**config.mk**
```make
export PLATFORM = sky130hd
export DESIGN_NAME = apple1_bus_fabric
export DESIGN_NICKNAME = d
export VERILOG_FILES = /design/src/rtl/apple1_bus_pkg.sv /design/src/rtl/apple1_bus_wait_fsm.sv /design/src/rtl/apple1_bus_fabric.sv
export SDC_FILE = /design/constraint.sdc
export NUM_CORES = 1
export LEC_CHECK = 0
export BUFFER_PORTS_ARGS = -buffer_cell sky130_fd_sc_hd__buf_2
export CAP_MARGIN = 20
export CORE_MARGIN = 4
export CORE_UTILIZATION = 46
export DETAILED_ROUTE_END_ITERATION = 10
export HOLD_SLACK_MARGIN = 0.12
export PLACE_DENSITY_LB_ADDON = 0.08
export SYNTH_ARGS = -nofsm -noshare
export SYNTH_HDL_FRONTEND = slang
export SYNTH_SLANG_ARGS = --single-unit
```
**constraint.sdc**
```tcl
create_clock -name clk25 -period 2.2 [get_ports clk25]
set_input_delay 0.11 -clock clk25 [delete_from_list [all_inputs] [get_ports clk25]]
set_output_delay 0.11 -clock clk25 [all_outputs]
set_load 0.01 [all_outputs]
```
**src/rtl/apple1_bus_pkg.sv**
```systemverilog
// apple1_bus_pkg: shared state encoding and default Apple-1 address map for the bus fabric.
package apple1_bus_pkg;

   typedef enum logic [1:0] {
      IDLE = 2'd0,
      WAIT = 2'd1,
      DONE = 2'd2
   } bus_state_t;

   localparam logic [7:0] OPEN_BUS_DEFAULT = 8'hFF;

   localparam logic [15:0] RAM_BASE      = 16'h0000;
   localparam logic [15:0] RAM_MASK      = 16'hE000;
   localparam logic [15:0] WOZMON_BASE   = 16'hFF00;
   localparam logic [15:0] WOZMON_MASK   = 16'hFF00;
   localparam logic [15:0] BASIC_BASE    = 16'hE000;
   localparam logic [15:0] BASIC_MASK    = 16'hF000;
   localparam logic [15:0] RX_BASE       = 16'hD010;
   localparam logic [15:0] RX_MASK       = 16'hFFFE;
   localparam logic [15:0] TX_BASE       = 16'hD012;
   localparam logic [15:0] TX_MASK       = 16'hFFFE;
   localparam logic [15:0] VGA_MODE_BASE = 16'hC000;
   localparam logic [15:0] VGA_MODE_MASK = 16'hFFFC;

   // Slot 0 sits in the low bits; slot 5 is a spare that never decodes (mask 0).
   localparam logic [95:0] DEFAULT_SLOT_BASE =
      {16'h0000, TX_BASE, RX_BASE, BASIC_BASE, WOZMON_BASE, RAM_BASE};
   localparam logic [95:0] DEFAULT_SLOT_MASK =
      {16'h0000, TX_MASK, RX_MASK, BASIC_MASK, WOZMON_MASK, RAM_MASK};

endpackage

```
**src/rtl/apple1_bus_wait_fsm.sv**
```systemverilog
// apple1_bus_wait_fsm: stretches a CPU access by a per-slot number of cpu_clken strobes,
// aborting cleanly if the CPU moves its address mid-access.
module apple1_bus_wait_fsm
   import apple1_bus_pkg::*;
(
   input  logic        clk25,
   input  logic        rst,
   input  logic        cpu_clken,
   input  logic [15:0] ab,
   input  logic [3:0]  wait_cnt,
   output logic        ready
);

   bus_state_t  state, state_n;
   logic [3:0]  cnt, cnt_n;
   logic [15:0] lat_ab, lat_n;
   logic        abort;

   always_ff @(posedge clk25 or posedge rst)
      if (rst) begin
         state  <= IDLE;
         cnt    <= 4'd0;
         lat_ab <= 16'h0000;
      end else begin
         state  <= state_n;
         cnt    <= cnt_n;
         lat_ab <= lat_n;
      end

   always_comb begin
      state_n = state;
      cnt_n   = cnt;
      lat_n   = lat_ab;
      ready   = 1'b0;
      abort   = state != IDLE && ab != lat_ab;
      case (state)
         IDLE: begin
            ready = wait_cnt == 4'd0;
            if (cpu_clken && wait_cnt != 4'd0) begin
               lat_n   = ab;
               cnt_n   = wait_cnt - 4'd1;
               state_n = wait_cnt == 4'd1 ? DONE : WAIT;
            end
         end
         WAIT:
            if (abort) begin
               state_n = IDLE;
               cnt_n   = 4'd0;
            end else if (cpu_clken) begin
               cnt_n   = cnt - 4'd1;
               state_n = cnt <= 4'd1 ? DONE : WAIT;
            end
         DONE: begin
            // An address change here must not complete the stale access.
            ready = !abort;
            if (abort || cpu_clken) state_n = IDLE;
         end
         default: state_n = IDLE;
      endcase
      if (rst) ready = 1'b1;
   end

endmodule

```
**src/rtl/apple1_bus_fabric.sv**
```systemverilog
// apple1_bus_fabric: 6502 bus decode, read mux, wait-state control and control register bank.
// Define APPLE1_BUS_ERR_EN to add sticky capture of unmapped accesses (bus_err/bus_err_addr).
module apple1_bus_fabric
   import apple1_bus_pkg::*;
#(
   parameter int                      NUM_SLOTS = 6,
   parameter logic [16*NUM_SLOTS-1:0] SLOT_BASE = DEFAULT_SLOT_BASE,
   parameter logic [16*NUM_SLOTS-1:0] SLOT_MASK = DEFAULT_SLOT_MASK,
   parameter logic [4*NUM_SLOTS-1:0]  SLOT_WAIT = '0,
   parameter logic [15:0]             REG_BASE  = VGA_MODE_BASE,
   parameter int                      NUM_REGS  = 4,
   parameter logic [8*NUM_REGS-1:0]   REG_INIT  = 32'h0000_0700,
   parameter logic [7:0]              OPEN_BUS  = OPEN_BUS_DEFAULT
) (
   input  logic                     clk25,
   input  logic                     rst,
   input  logic                     cpu_clken,
   input  logic [15:0]              ab,
   input  logic                     we,
   input  logic [7:0]               dbo,
   output logic [7:0]               dbi,
   output logic                     ready,
   output logic [NUM_SLOTS-1:0]     slot_cs,
   output logic [NUM_SLOTS-1:0]     slot_en,
   output logic [NUM_SLOTS-1:0]     slot_we,
   input  logic [8*NUM_SLOTS-1:0]   slot_dout,
   output logic [8*NUM_REGS-1:0]    regs
`ifdef APPLE1_BUS_ERR_EN
   ,
   output logic                     bus_err,
   output logic [15:0]              bus_err_addr,
   input  logic                     bus_err_clr
`endif
);

   localparam int SW = NUM_SLOTS > 1 ? $clog2(NUM_SLOTS) : 1;
   localparam int RB = $clog2(NUM_REGS);
   localparam logic [NUM_SLOTS-1:0] ONE = 1;

   logic [NUM_SLOTS-1:0] hit;
   logic [SW-1:0]        sel;
   logic                 any;
   logic                 bank;
   logic [RB-1:0]        idx;
   logic [3:0]           wsel;
   logic                 go;

   for (genvar g = 0; g < NUM_SLOTS; g++) begin : g_hit
      assign hit[g] = (ab & SLOT_MASK[16*g+:16]) == SLOT_BASE[16*g+:16] && SLOT_MASK[16*g+:16] != 16'h0000;
   end

   // Descending scan so the lowest hitting index is the one left standing.
   always_comb begin
      sel = '0;
      any = 1'b0;
      for (int i = NUM_SLOTS - 1; i >= 0; i--)
         if (hit[i]) begin
            sel = i[SW-1:0];
            any = 1'b1;
         end
   end

   assign bank    = !any && ab[15:RB] == REG_BASE[15:RB];
   assign idx     = ab[RB-1:0];
   assign wsel    = any ? SLOT_WAIT[{sel, 2'b00}+:4] : 4'd0;
   assign slot_cs = any ? ONE << sel : '0;
   assign go      = cpu_clken && ready && !rst;
   assign slot_en = slot_cs & {NUM_SLOTS{go}};
   assign slot_we = slot_en & {NUM_SLOTS{we}};
   assign dbi     = any ? slot_dout[{sel, 3'b000}+:8] : bank ? regs[{idx, 3'b000}+:8] : OPEN_BUS;

   apple1_bus_wait_fsm u_wait (
      .clk25     (clk25),
      .rst       (rst),
      .cpu_clken (cpu_clken),
      .ab        (ab),
      .wait_cnt  (wsel),
      .ready     (ready)
   );

   always_ff @(posedge clk25 or posedge rst)
      if (rst) regs <= REG_INIT;
      else if (go && we && bank) regs[{idx, 3'b000}+:8] <= dbo;

`ifdef APPLE1_BUS_ERR_EN
   // A fresh error beats a simultaneous clear so it is never lost.
   always_ff @(posedge clk25 or posedge rst)
      if (rst) begin
         bus_err      <= 1'b0;
         bus_err_addr <= 16'h0000;
      end else if (go && !any && !bank && (!bus_err || bus_err_clr)) begin
         bus_err      <= 1'b1;
         bus_err_addr <= ab;
      end else if (bus_err_clr) bus_err <= 1'b0;
`endif

endmodule

```
==> impl_metrics.tcl, run 1 <==
set metrics [dict create \
    maxClockFrequency_mhz 528 \
    overflow 0 \
    fin_crit_sh_pct 86.0 \
    min_from "cpu_clken" \
    fin_tns_setup_ns 0 \
    synth_edf_count 0 \
    reg2reg_depth 5 \
    pre_cts_ws_ns 0.303 \
    hold_viol_final 0 \
    slew_violations 0 \
    drt_pass1_iterations 4 \
    pin_count 135 \
    ys_seq_elements 38 \
    gp_congestion 0.892 \
    grt_pass1_vias 2714 \
    end_kind "output pin" \
    clk_path_buf_depth 2 \
    track_usage_pct 23.7 \
    cts_resized 0 \
    cpLargestDelayFamily "simple AND/OR/NAND/NOR gates" \
    whs_path_depth 3 \
    slowest_stage "and4_1" \
    fp.dieArea_um2 7150 \
    wl_mm 8.50 \
    postSynthAreaPerCell_um2 8.81 \
    synthCells 306 \
    ff2ff_setup_slack_ns 0.55 \
    wl_per_cell_um 16.2 \
    hold_end "u_wait.cnt[2]" \
    worstPathArrival_ns 1.78 \
    async_flop_share_pct 100 \
    cp-start-kind "primary input" \
    diodes 0 \
    report.final.setup_viol 0 \
    first_iter_violations 123 \
    syn_area_um2 2700 \
    drive_gt1_share_pct 39.1 \
    yosysWarnings 0 \
    slew_headroom_pct 65.9 \
    fp-row-count 27 \
    cts_hold_buf 9 \
    nNetsFinal 535 \
    synthToLayoutAreaGrowth_pct 34.5 \
    antenna_found_initial 0 \
    clockRootBuffer "clkbuf_8" \
    cts-htree-levels 2 \
    worstPathMaxFanout 8 \
    path_buf_inv 2 \
    synth.yosys.seq_area_share_pct 35.4 \
    required_ns 2.09 \
    start_util_pct 48.1 \
    cts_buffers 5 \
    postCtsSetupBuffers 0 \
    die_w_um 84.5 \
    viasPerCell 5.45 \
    vias 2862 \
    drc_errors 0 \
    outcome "finished clean" \
    cp_common_cell "buf_2" \
    path_cells "buf_2 -> nor3_1 -> and4_1 -> nand2_1 -> o211ai_1 -> nand4_1 -> buf_2" \
    grt_pass1_wl_mm 13.7 \
    port_buffers 124 \
    ir_drop_uv 381 \
    synth-main-ff-cell "dfrtp_1" \
    power_density_nw_per_um2 403 \
    post-place-cells 508 \
    clkLatencyLatePin_ns 0.29 \
    layoutNonFillerInstCount 525 \
    finalWorstSetupSlack_ns 0.308 \
    r2r-start "u_wait.state[0]" \
    min_period_ns 1.89 \
    leakage_nw 1.73 \
    fin_skew_ns 0.0105 \
    synth.distinct_cells 49 \
    r2r-end "regs[19]" \
    core_area_um2 5610 \
    die_h_um 84.5 \
    path_clk_slew_ns 0.07 \
    grt_max_degree 39 \
    antenna_left 0 \
    cp_slowest_stage_delay_ns 0.42 \
    crit_start "ab[13]" \
    grt_setup_unrepaired "false" \
    cts.sink_count 38 \
    hp-class "in -> reg" \
    maxCapViolations 0 \
    worst-setup-path-type "in -> out" \
    worstMarginPinSlew_ns 0.511 \
    place_hpwl_mm 6.57 \
    cts_tree "built" \
]
[cells in the mapped netlist, types with 2 or more instances]
| master | number | area (um2) |
|---|---|---|
| inv_1 | 12 | 45.0 |
| nand4_4 | 4 | 85.1 |
| nand3_1 | 2 | 10.0 |
| nand2b_1 | 2 | 12.5 |
| nor3_1 | 7 | 35.0 |
| and4_1 | 2 | 17.5 |
| a22o_1 | 7 | 61.3 |
| or3_1 | 8 | 50.1 |
| nand4_1 | 4 | 25.0 |
| o22ai_1 | 2 | 12.5 |
| o21ai_1 | 10 | 50.1 |
| o211ai_1 | 13 | 97.6 |
| o2111ai_2 | 4 | 60.1 |
| clkbuf_1 | 2 | 7.51 |
| and2_1 | 3 | 18.8 |
| dfstp_2 | 3 | 78.8 |
| nand2_1 | 75 | 282 |
| buf_2 | 3 | 15.0 |
| ha_1 | 7 | 87.6 |
| o21ai_0 | 32 | 160 |
| nor3b_1 | 2 | 15.0 |
| nor3_2 | 2 | 20.0 |
| nor2_1 | 19 | 71.3 |
| clkbuf_8 | 3 | 41.3 |
| mux4_2 | 8 | 180 |
| buf_4 | 3 | 22.5 |
| and3_1 | 4 | 25.0 |
| dfrtp_1 | 35 | 876 |
| a21oi_1 | 8 | 40.0 |
[registers in the layout, summed over array words and instances (netlist names)]
name / flops
regs: 32
u_wait.cnt: 4
u_wait.state: 2
[worst max-delay path by stage]
stage / endpoint / slack [ns] / depth (start not counted)
2_1_floorplan: slot_we[3] / 0.52 / 7
3_3_place_gp: dbi[6] / 0.34 / 7
3_5_place_dp: dbi[6] / 0.30 / 7
4_1_cts: dbi[6] / 0.28 / 7
5_1_grt: dbi[2] / 0.14 / 7
6_report: dbi[6] / 0.31 / 7
[through the flow]
| step | utilization (%) | total power [mW] | area [um2] | hold WS [ns] |
|---|---|---|---|---|
| floorplan | - | 0.841 | 2700 | 0.213 |
| global placement | 61.3 | 0.959 | 3440 | 0.301 |
| finish | 64.6 | 1.46 | 3620 | 0.200 |
| global route | 64.6 | 1.55 | 3620 | 0.213 |
| CTS | 64.6 | 1.48 | 3620 | 0.192 |
| detailed placement | 61.3 | 0.961 | 3440 | 0.298 |
[cell families after synthesis]
kind of cell	share of synthesized area, %
fa+ha+maj	3.25
compound gates	20.8
other cells	0.139
mux	7.06
simple gates	28.2
flops	35.4
buf+inv	5.15
[cell usage in the layout (no fill, tap or decap), types with 3 or more instances in the layout]
cell	netlist	layout
a21oi_1	8	8
ha_1	7	7
o21ai_0	32	32
o21ai_1	10	10
and2_1	3	3
nand4_4	4	4
dfrtp_1	35	35
clkbuf_8	3	6
o2111ai_2	4	4
or3_1	8	8
mux4_2	8	8
nand2_1	75	75
dlygate4sd3_1	0	9
buf_4	3	15
nand4_1	4	4
buf_2	3	124
conb_1	1	3
inv_1	12	12
and3_1	4	4
dfstp_2	3	3
a22o_1	7	7
nor2_1	19	19
nor3_1	7	7
o211ai_1	13	13
[worst register-to-register path, delay by kind of cell (launching register included)]
kind	cells	cell delay [ns]
AOI/OAI and AO/OA	2	0.39
DFF	1	0.44
and+or+nand+nor	3	0.72
[area by class of cell]
class                           count  area [um2]
Clock buffer                        6        82.6
Clock inverter                      2        12.5
Fill cell                         493        1980
Inverter                           14        52.6
Multi-Input combinational cell    245        1610
Sequential cell                    38         955
Tap cell                           72        90.1
Timing Repair Buffer              148         823
[power breakdown]
group          internal [mW]  switching [mW]  leakage (nW)
clock                  0.252           0.250        0.0472
combinational          0.119           0.143          1.17
sequential             0.698      0.00000855         0.510
[layer usage]
| layer | vias to the layer above | global-route usage, % | wire length, um |
|---|---|---|---|
| li1 | 1394 | - | - |
| met1 | 1338 | 30.7 | 3520 |
| met2 | 123 | 40.3 | 4090 |
| met3 | 7 | 5.69 | 822 |
| met4 | 0 | 5.18 | 62 |
| met5 | - | 0 | 0 |
Note: power is estimated with default switching activity, not from simulation.
==> inputs of run 2 (changes only) <==
ABC_AREA = 1   (was unset)
CORE_UTILIZATION = 48   (was 46)
clock period = 2 ns   (was 2.2 ns; I/O delays follow)
==> run 2 against run 1 <==
Clock skew fell by 0.0043 ns. Global-route usage rose by 2.1 points. Area after synthesis rose by 9.0%. First-iteration DRC count rose by 28%.
==> impl_metrics.tcl, run 2 <==
set metrics [dict create \
    grt_setup_unrepaired "false" \
    place_hpwl_mm 7.30 \
    synth.distinct_cells 36 \
    port_buffers 123 \
    clkLatencyLatePin_ns 0.30 \
    cpLargestDelayFamily "simple AND/OR/NAND/NOR gates" \
    synth.top_cells.by_area "dfrtp_1 30%, nand2_1 21%, nor2_1 10%, o21ai_0 4.8%, inv_1 4.6%" \
    slew_headroom_pct 59.2 \
    fin_skew_ns 0.00615 \
    start_util_pct 49.6 \
    yosys.area.top_type_share_pct 29.8 \
    synthCells 457 \
    report.final.setup_viol 0 \
    fin_util_pct 63.8 \
    syn_area_um2 2940 \
    synth_area_leader_cell "dfrtp_1" \
    async_flop_share_pct 100 \
    whs_path_depth 5 \
    slowest_stage "dfrtp_1" \
    fin_tns_setup_ns 0 \
    worst_hold_slack_ns 0.140 \
    cts_tree "built" \
    worst-setup-path-type "reg -> out" \
    min_from "dbo[6]" \
    grt_max_degree 39 \
    cts-htree-levels 2 \
    hp-class "in -> reg" \
    slew_violations 0 \
    cp-start-kind "flop" \
    gp_congestion 0.911 \
    antenna_found_initial 0 \
    regMostFlops "regs" \
    synth_edf_count 0 \
    largest_reg_flops 32 \
    ir_drop_uv 457 \
    wl_mm 9.25 \
    postSynthAreaPerCell_um2 6.43 \
    synth_common_cells "162 x nand2_1, 80 x nor2_1, 36 x inv_1" \
    cp_slowest_stage_delay_ns 0.41 \
    diodes 0 \
    post-place-cells 654 \
    worstMarginPinSlew_ns 0.607 \
    yosysWarnings 0 \
    mostFrequentLayoutCells "162 x nand2_1, 123 x buf_2, 79 x nor2_1" \
    overflow 0 \
    hold_end "regs[22]" \
    drt_pass1_iterations 4 \
    drc_errors 0 \
    clk_path_buf_depth 2 \
    pin_count 135 \
    clockRootBuffer "clkbuf_8" \
    hold_viol_final 0 \
    power_density_nw_per_um2 433 \
    outcome "finished clean" \
    antenna_left 0 \
    vias 3387 \
    wl_per_cell_um 13.9 \
    die_w_um 86.2 \
    ys_seq_elements 38 \
    drive_gt1_share_pct 29.0 \
    synth.yosys.seq_area_share_pct 32.5 \
    path_cells "inv_1 -> nand3_1 -> nand2_2 -> nand2_1 -> nor3_1 -> buf_2" \
    die_h_um 86.2 \
    cts_buffers 5 \
    maxCapViolations 0 \
    viasPerCell 5.10 \
    maxClockFrequency_mhz 568 \
    fp-row-count 28 \
    grt_pass1_wl_mm 15.3 \
    worstPathArrival_ns 1.66 \
    yosysMostFrequentCell "nand2_1" \
    reg_top3 "regs (32), u_wait.cnt (4), u_wait.state (2)" \
    finalWorstSetupSlack_ns 0.238 \
    cts.sink_count 38 \
    path_buf_inv 2 \
    required_ns 1.90 \
    track_usage_pct 25.8 \
    synth-main-ff-cell "dfrtp_1" \
    postCtsSetupBuffers 0 \
    grt_pass1_vias 3242 \
    path_clk_slew_ns 0.08 \
    end_kind "output pin" \
    first_iter_violations 157 \
    ff2ff_setup_slack_ns 0.48 \
    worstPathMaxFanout 9 \
    fin_crit_sh_pct 88.1 \
    r2r-end "regs[24]" \
    reg2reg_depth 8 \
    min_period_ns 1.76 \
    synthToLayoutAreaGrowth_pct 28.7 \
    fp.dieArea_um2 7430 \
    final_common_cell "nand2_1" \
    r2r-start "u_wait.state[0]" \
    layoutNonFillerInstCount 664 \
    nNetsFinal 671 \
    core_area_um2 5920 \
    leakage_nw 2.20 \
    pre_cts_ws_ns 0.267 \
]
run 2: cell count changes after synthesis, moves of 5 or more:
cell / previous run / this run
nand3_1: 2 / 24
o21bai_1: 0 / 7
a22o_1: 7 / 0
inv_1: 12 / 36
a21oi_1: 8 / 2
nor2_4: 0 / 7
o221ai_1: 1 / 7
o21ai_1: 10 / 1
nor2_1: 19 / 80
mux4_2: 8 / 0
or3_1: 8 / 0
o211ai_1: 13 / 8
clkbuf_1: 2 / 7
nand2_1: 75 / 162
run 2: logic make-up (layout without fill, tap and decap cells):
family	after synthesis	after routing	share of synthesized area, %
AOI/OAI and AO/OA	56	56	12.1
xor gates and xnor gates	2	2	0.597
adders and majority gates	7	7	2.98
buffers and inverters	56	186	7.97
DFF	38	38	32.5
other	1	3	0.128
and+or+nand+nor	297	297	43.7
run 2: timing repair:
| item | CTS | global route |
|---|---|---|
| resized for setup | 0 | 1 |
| setup endpoints to repair | 0 | 4 |
| hold buffers | 2 | 0 |
| hold endpoints to repair | 37 | 0 |
run 2: per-layer routing:
metal | vias to the layer above | track usage (%) | routed length (um)
li1 | 1716 | - | -
met1 | 1513 | 32.5 | 3790
met2 | 134 | 43.8 | 4470
met3 | 24 | 4.66 | 727
met4 | 0 | 10.1 | 261
met5 | - | 0 | 0
run 2: layout make-up:
type / instances / area, um2
inverter: 42 / 159
multi-input combinational: 365 / 1760
clock buffer: 6 / 82.6
sequential: 38 / 955
tap: 75 / 93.8
clock inverter: 2 / 12.5
timing repair buffer: 136 / 718
fill: 591 / 2140
run 2: worst max path at each step:
stage               slack, ns  cells after the start          to            start
detailed placement       0.27                     10    regs[15]            ab[6]
global route             0.08                      6  slot_we[4]  u_wait.state[0]
floorplan                0.17                     12    regs[15]            ab[0]
finish                   0.24                      6  slot_we[1]  u_wait.state[0]
global placement         0.31                     10    regs[12]            ab[4]
CTS                      0.18                      7  slot_we[0]        cpu_clken
run 2: report_power, final:
part | internal (mW) | total (mW) | switching, mW
Sequential | 0.768 | 0.768 | 0.0000121
Combinational | 0.117 | 0.301 | 0.184
Clock | 0.277 | 0.567 | 0.290
Total | 1.16 | 1.64 | 0.474
run 2: per-stage QoR:
step	power, mW	instance area [um2]
floorplan	0.949	2940
global placement	1.08	3660
detailed placement	1.08	3660
global route	1.72	3780
CTS	1.64	3780
finish	1.64	3780
run 2: worst register-to-register path, stage by stage, from the launching register on:
cell and delay (ns):
dfrtp_1 0.41, inv_1 0.13, nand3_1 0.13, nand2_2 0.15
nand3_1 0.12, inv_1 0.07, nand3_1 0.21, nand2_1 0.14
nand2_1 0.06
==> inputs of run 3 (changes only) <==
CORE_UTILIZATION = 50   (was 48)
SYNTH_HIERARCHICAL = 1   (was unset)
==> run 3 against run 2 <==
The flow now finishes with violations (negative setup slack). Sequential power rose by 89%. Design area rose by 45%. Power is 120% higher. Core utilization increased by 5.9 points. First-iteration DRC count up 48%. Sequential share of layout area is 0.51 points lower. Area after synthesis rose by 39%. Hold slack better by 0.11 ns. Routed wire length is 33% higher. Largest cell class unchanged.
==> impl_metrics.tcl, run 3 <==
set metrics [dict create \
    viasPerCell 5.07 \
    post-place-cells 838 \
    fin_util_pct 69.8 \
    ir_drop_uv 578 \
    ff2ff_setup_slack_ns -0.12 \
    cp-start-kind "flop" \
    drc_errors 0 \
    reg_top3 "regs (32), u_wait/lat_ab (16), u_wait/cnt (4)" \
    p_int_mw 2.17 \
    worstMarginPinSlew_ns 1.12 \
    clk_path_buf_depth 2 \
    pin_count 135 \
    grt_max_degree 38 \
    report.final.setup_viol 42 \
    place_hpwl_mm 9.34 \
    power_density_nw_per_um2 650 \
    first_iter_violations 232 \
    cts_buffers 5 \
    track_usage_pct 25.1 \
    overflow 0 \
    syn_area_um2 4090 \
    ys_seq_elements 54 \
    critPathCapture "regs[7]" \
    fin_crit_sh_pct 106 \
    grt_pass1_vias 4196 \
    layoutNonFillerInstCount 870 \
    dpl-instance-area_um2 4930 \
    synthCells 603 \
    synth.distinct_cells 33 \
    synth.top_cells.by_area "dfrtp_1 31%, nand2_1 17%, inv_1 6.9%, o21ai_2 6.9%, nor2_1 5.9%" \
    drive_gt1_share_pct 34.9 \
    yosysMostFrequentCell "nand2_1" \
    grt_pass1_wl_mm 20.3 \
    largest_reg_flops 32 \
    outcome "finished with violations" \
    leakage_nw 2.97 \
    whs_path_depth 4 \
    grt_setup_unrepaired "true" \
    regMostFlops "regs" \
    path_clk_slew_ns 0.11 \
    nNetsFinal 851 \
    r2r-start "u_wait/lat_ab[1]" \
    required_ns 2.21 \
    fin_area_um2 5470 \
    wl_mm 12.3 \
    fp-row-count 32 \
    yosys.area.top_type_share_pct 31.2 \
    cts.sink_count 54 \
    cts_tree "built" \
    worst_hold_slack_ns 0.251 \
    worstPathMaxFanout 8 \
    worstPathArrival_ns 2.33 \
    cts-htree-levels 2 \
    core_area_um2 7850 \
    fp.dieArea_um2 9690 \
    worst-setup-path-type "reg -> reg" \
    p_sw_share_pct 39.0 \
    postSynthAreaPerCell_um2 6.78 \
    crit_start "u_wait/lat_ab[1]" \
    vias 4408 \
    final_common_cell "nand2_1" \
    finalWorstSetupSlack_ns -0.116 \
    maxClockFrequency_mhz 473 \
    die_h_um 98.4 \
    drt_pass1_iterations 5 \
    power_frac_comb_pct 37.5 \
    reg2reg_depth 15 \
    synth_common_cells "186 x nand2_1, 75 x inv_1, 64 x nor2_1" \
    gp_congestion 1.02 \
    min_period_ns 2.12 \
    antenna_left 0 \
    mostFrequentLayoutCells "169 x nand2_1, 123 x buf_2, 75 x inv_1" \
    synth_area_leader_cell "dfrtp_1" \
    wl_per_cell_um 14.2 \
    end_kind "flop" \
    slew_violations 0 \
    r2r-end "regs[7]" \
    port_buffers 123 \
    clkPwrFrac_pct 21.7 \
    hold_viol_final 0 \
    async_flop_share_pct 100 \
    yosysWarnings 6 \
    violations "negative setup slack" \
    start_util_pct 52.1 \
    die_w_um 98.4 \
    clkLatencyLatePin_ns 0.32 \
    maxCapViolations 0 \
    synth-main-ff-cell "dfrtp_1" \
    p_switching_mw 1.39 \
    fin_skew_ns 0.0161 \
    clockRootBuffer "clkbuf_8" \
    synthToLayoutAreaGrowth_pct 33.9 \
    power_frac_seq_pct 40.8 \
    synth_edf_count 0 \
    slew_headroom_pct 24.9 \
    hp-class "in -> reg" \
    antenna_found_initial 1 \
    synth.yosys.seq_area_share_pct 33.1 \
]
run 3: what timing repair did:
action | in CTS | in global routing
cloned | 2 | 2
resized for setup | 24 | 23
pin swaps | 9 | 2
setup buffers | 4 | 6
hold buffers | 9 | 0
endpoints found under the setup margin | 42 | 44
hold endpoints to repair | 60 | 0
run 3: metal layers:
metal	part of all wire [%]	global-route usage, %	vias to the layer above
li1	-	-	2224
met1	48	36.5	2010
met2	45	39.2	164
met3	6.3	4.32	10
met4	1.2	5.78	0
met5	0	0	-
run 3: cell families after synthesis:
| kind of cell | Yosys count | share of synthesized area (%) |
|---|---|---|
| AO/OA/AOI/OAI | 90 | 14.3 |
| other | 1 | 0.0917 |
| XOR/XNOR | 2 | 0.429 |
| buffers and inverters | 105 | 10.9 |
| adder cells (fa/ha/maj) | 9 | 2.75 |
| AND/OR/NAND/NOR | 342 | 38.4 |
| flip-flops | 54 | 33.1 |
run 3: layout make-up:
cell class                      count  area, um2
Multi-Input combinational cell    456       2560
Fill cell                         697       2370
Sequential cell                    54       1360
Timing Repair Buffer              165       1000
Inverter                           84        315
Tap cell                          102        128
Clock buffer                        5       68.8
Clock inverter                      3       43.8
Antenna cell                        1       2.50
run 3: worst min path at each step:
stage                          from           endpoint  slack (ns)
final                     cpu_clken    u_wait/state[1]        0.25
after global routing      cpu_clken    u_wait/state[1]        0.26
after CTS                 cpu_clken    u_wait/state[1]        0.22
after detailed placement        rst  u_wait/lat_ab[10]        0.26
after global placement          rst  u_wait/lat_ab[10]        0.25
after floorplan                 rst      u_wait/cnt[0]        0.12
run 3: power groups by stage:
| stage | logic, mW | clock network, mW | registers, mW |
|---|---|---|---|
| floorplan | 0.973 | 0 | 1.44 |
| CTS | 1.30 | 0.795 | 1.45 |
| global route | 1.55 | 0.835 | 1.48 |
| finish | 1.33 | 0.772 | 1.45 |
| global placement | 1.25 | 0 | 1.46 |
| detailed placement | 1.27 | 0 | 1.47 |
run 3: stage by stage:
step	setup slack [ns]	total power, mW	setup TNS, ns
after floorplan	-0.178	2.41	-4.42
after global placement	-0.0312	2.70	-0.682
after detailed placement	-0.117	2.74	-2.72
after CTS	-0.113	3.55	-3.23
after global routing	-0.304	3.86	-11.20
final	-0.116	3.56	-3.76
run 3: worst max-delay path, cell delays in order, from the launching register on:
cell	delay, ns
dfrtp_1	0.39
inv_1	0.05
nand2_1	0.06
nand2_1	0.06
nor2_2	0.11
nand2_2	0.10
nor2_8	0.13
nand2_4	0.08
o221ai_4	0.14
nand4_1	0.13
buf_4	0.18
nor2_8	0.17
buf_12	0.16
nand2_8	0.10
nand2_2	0.10
o21ai_2	0.05
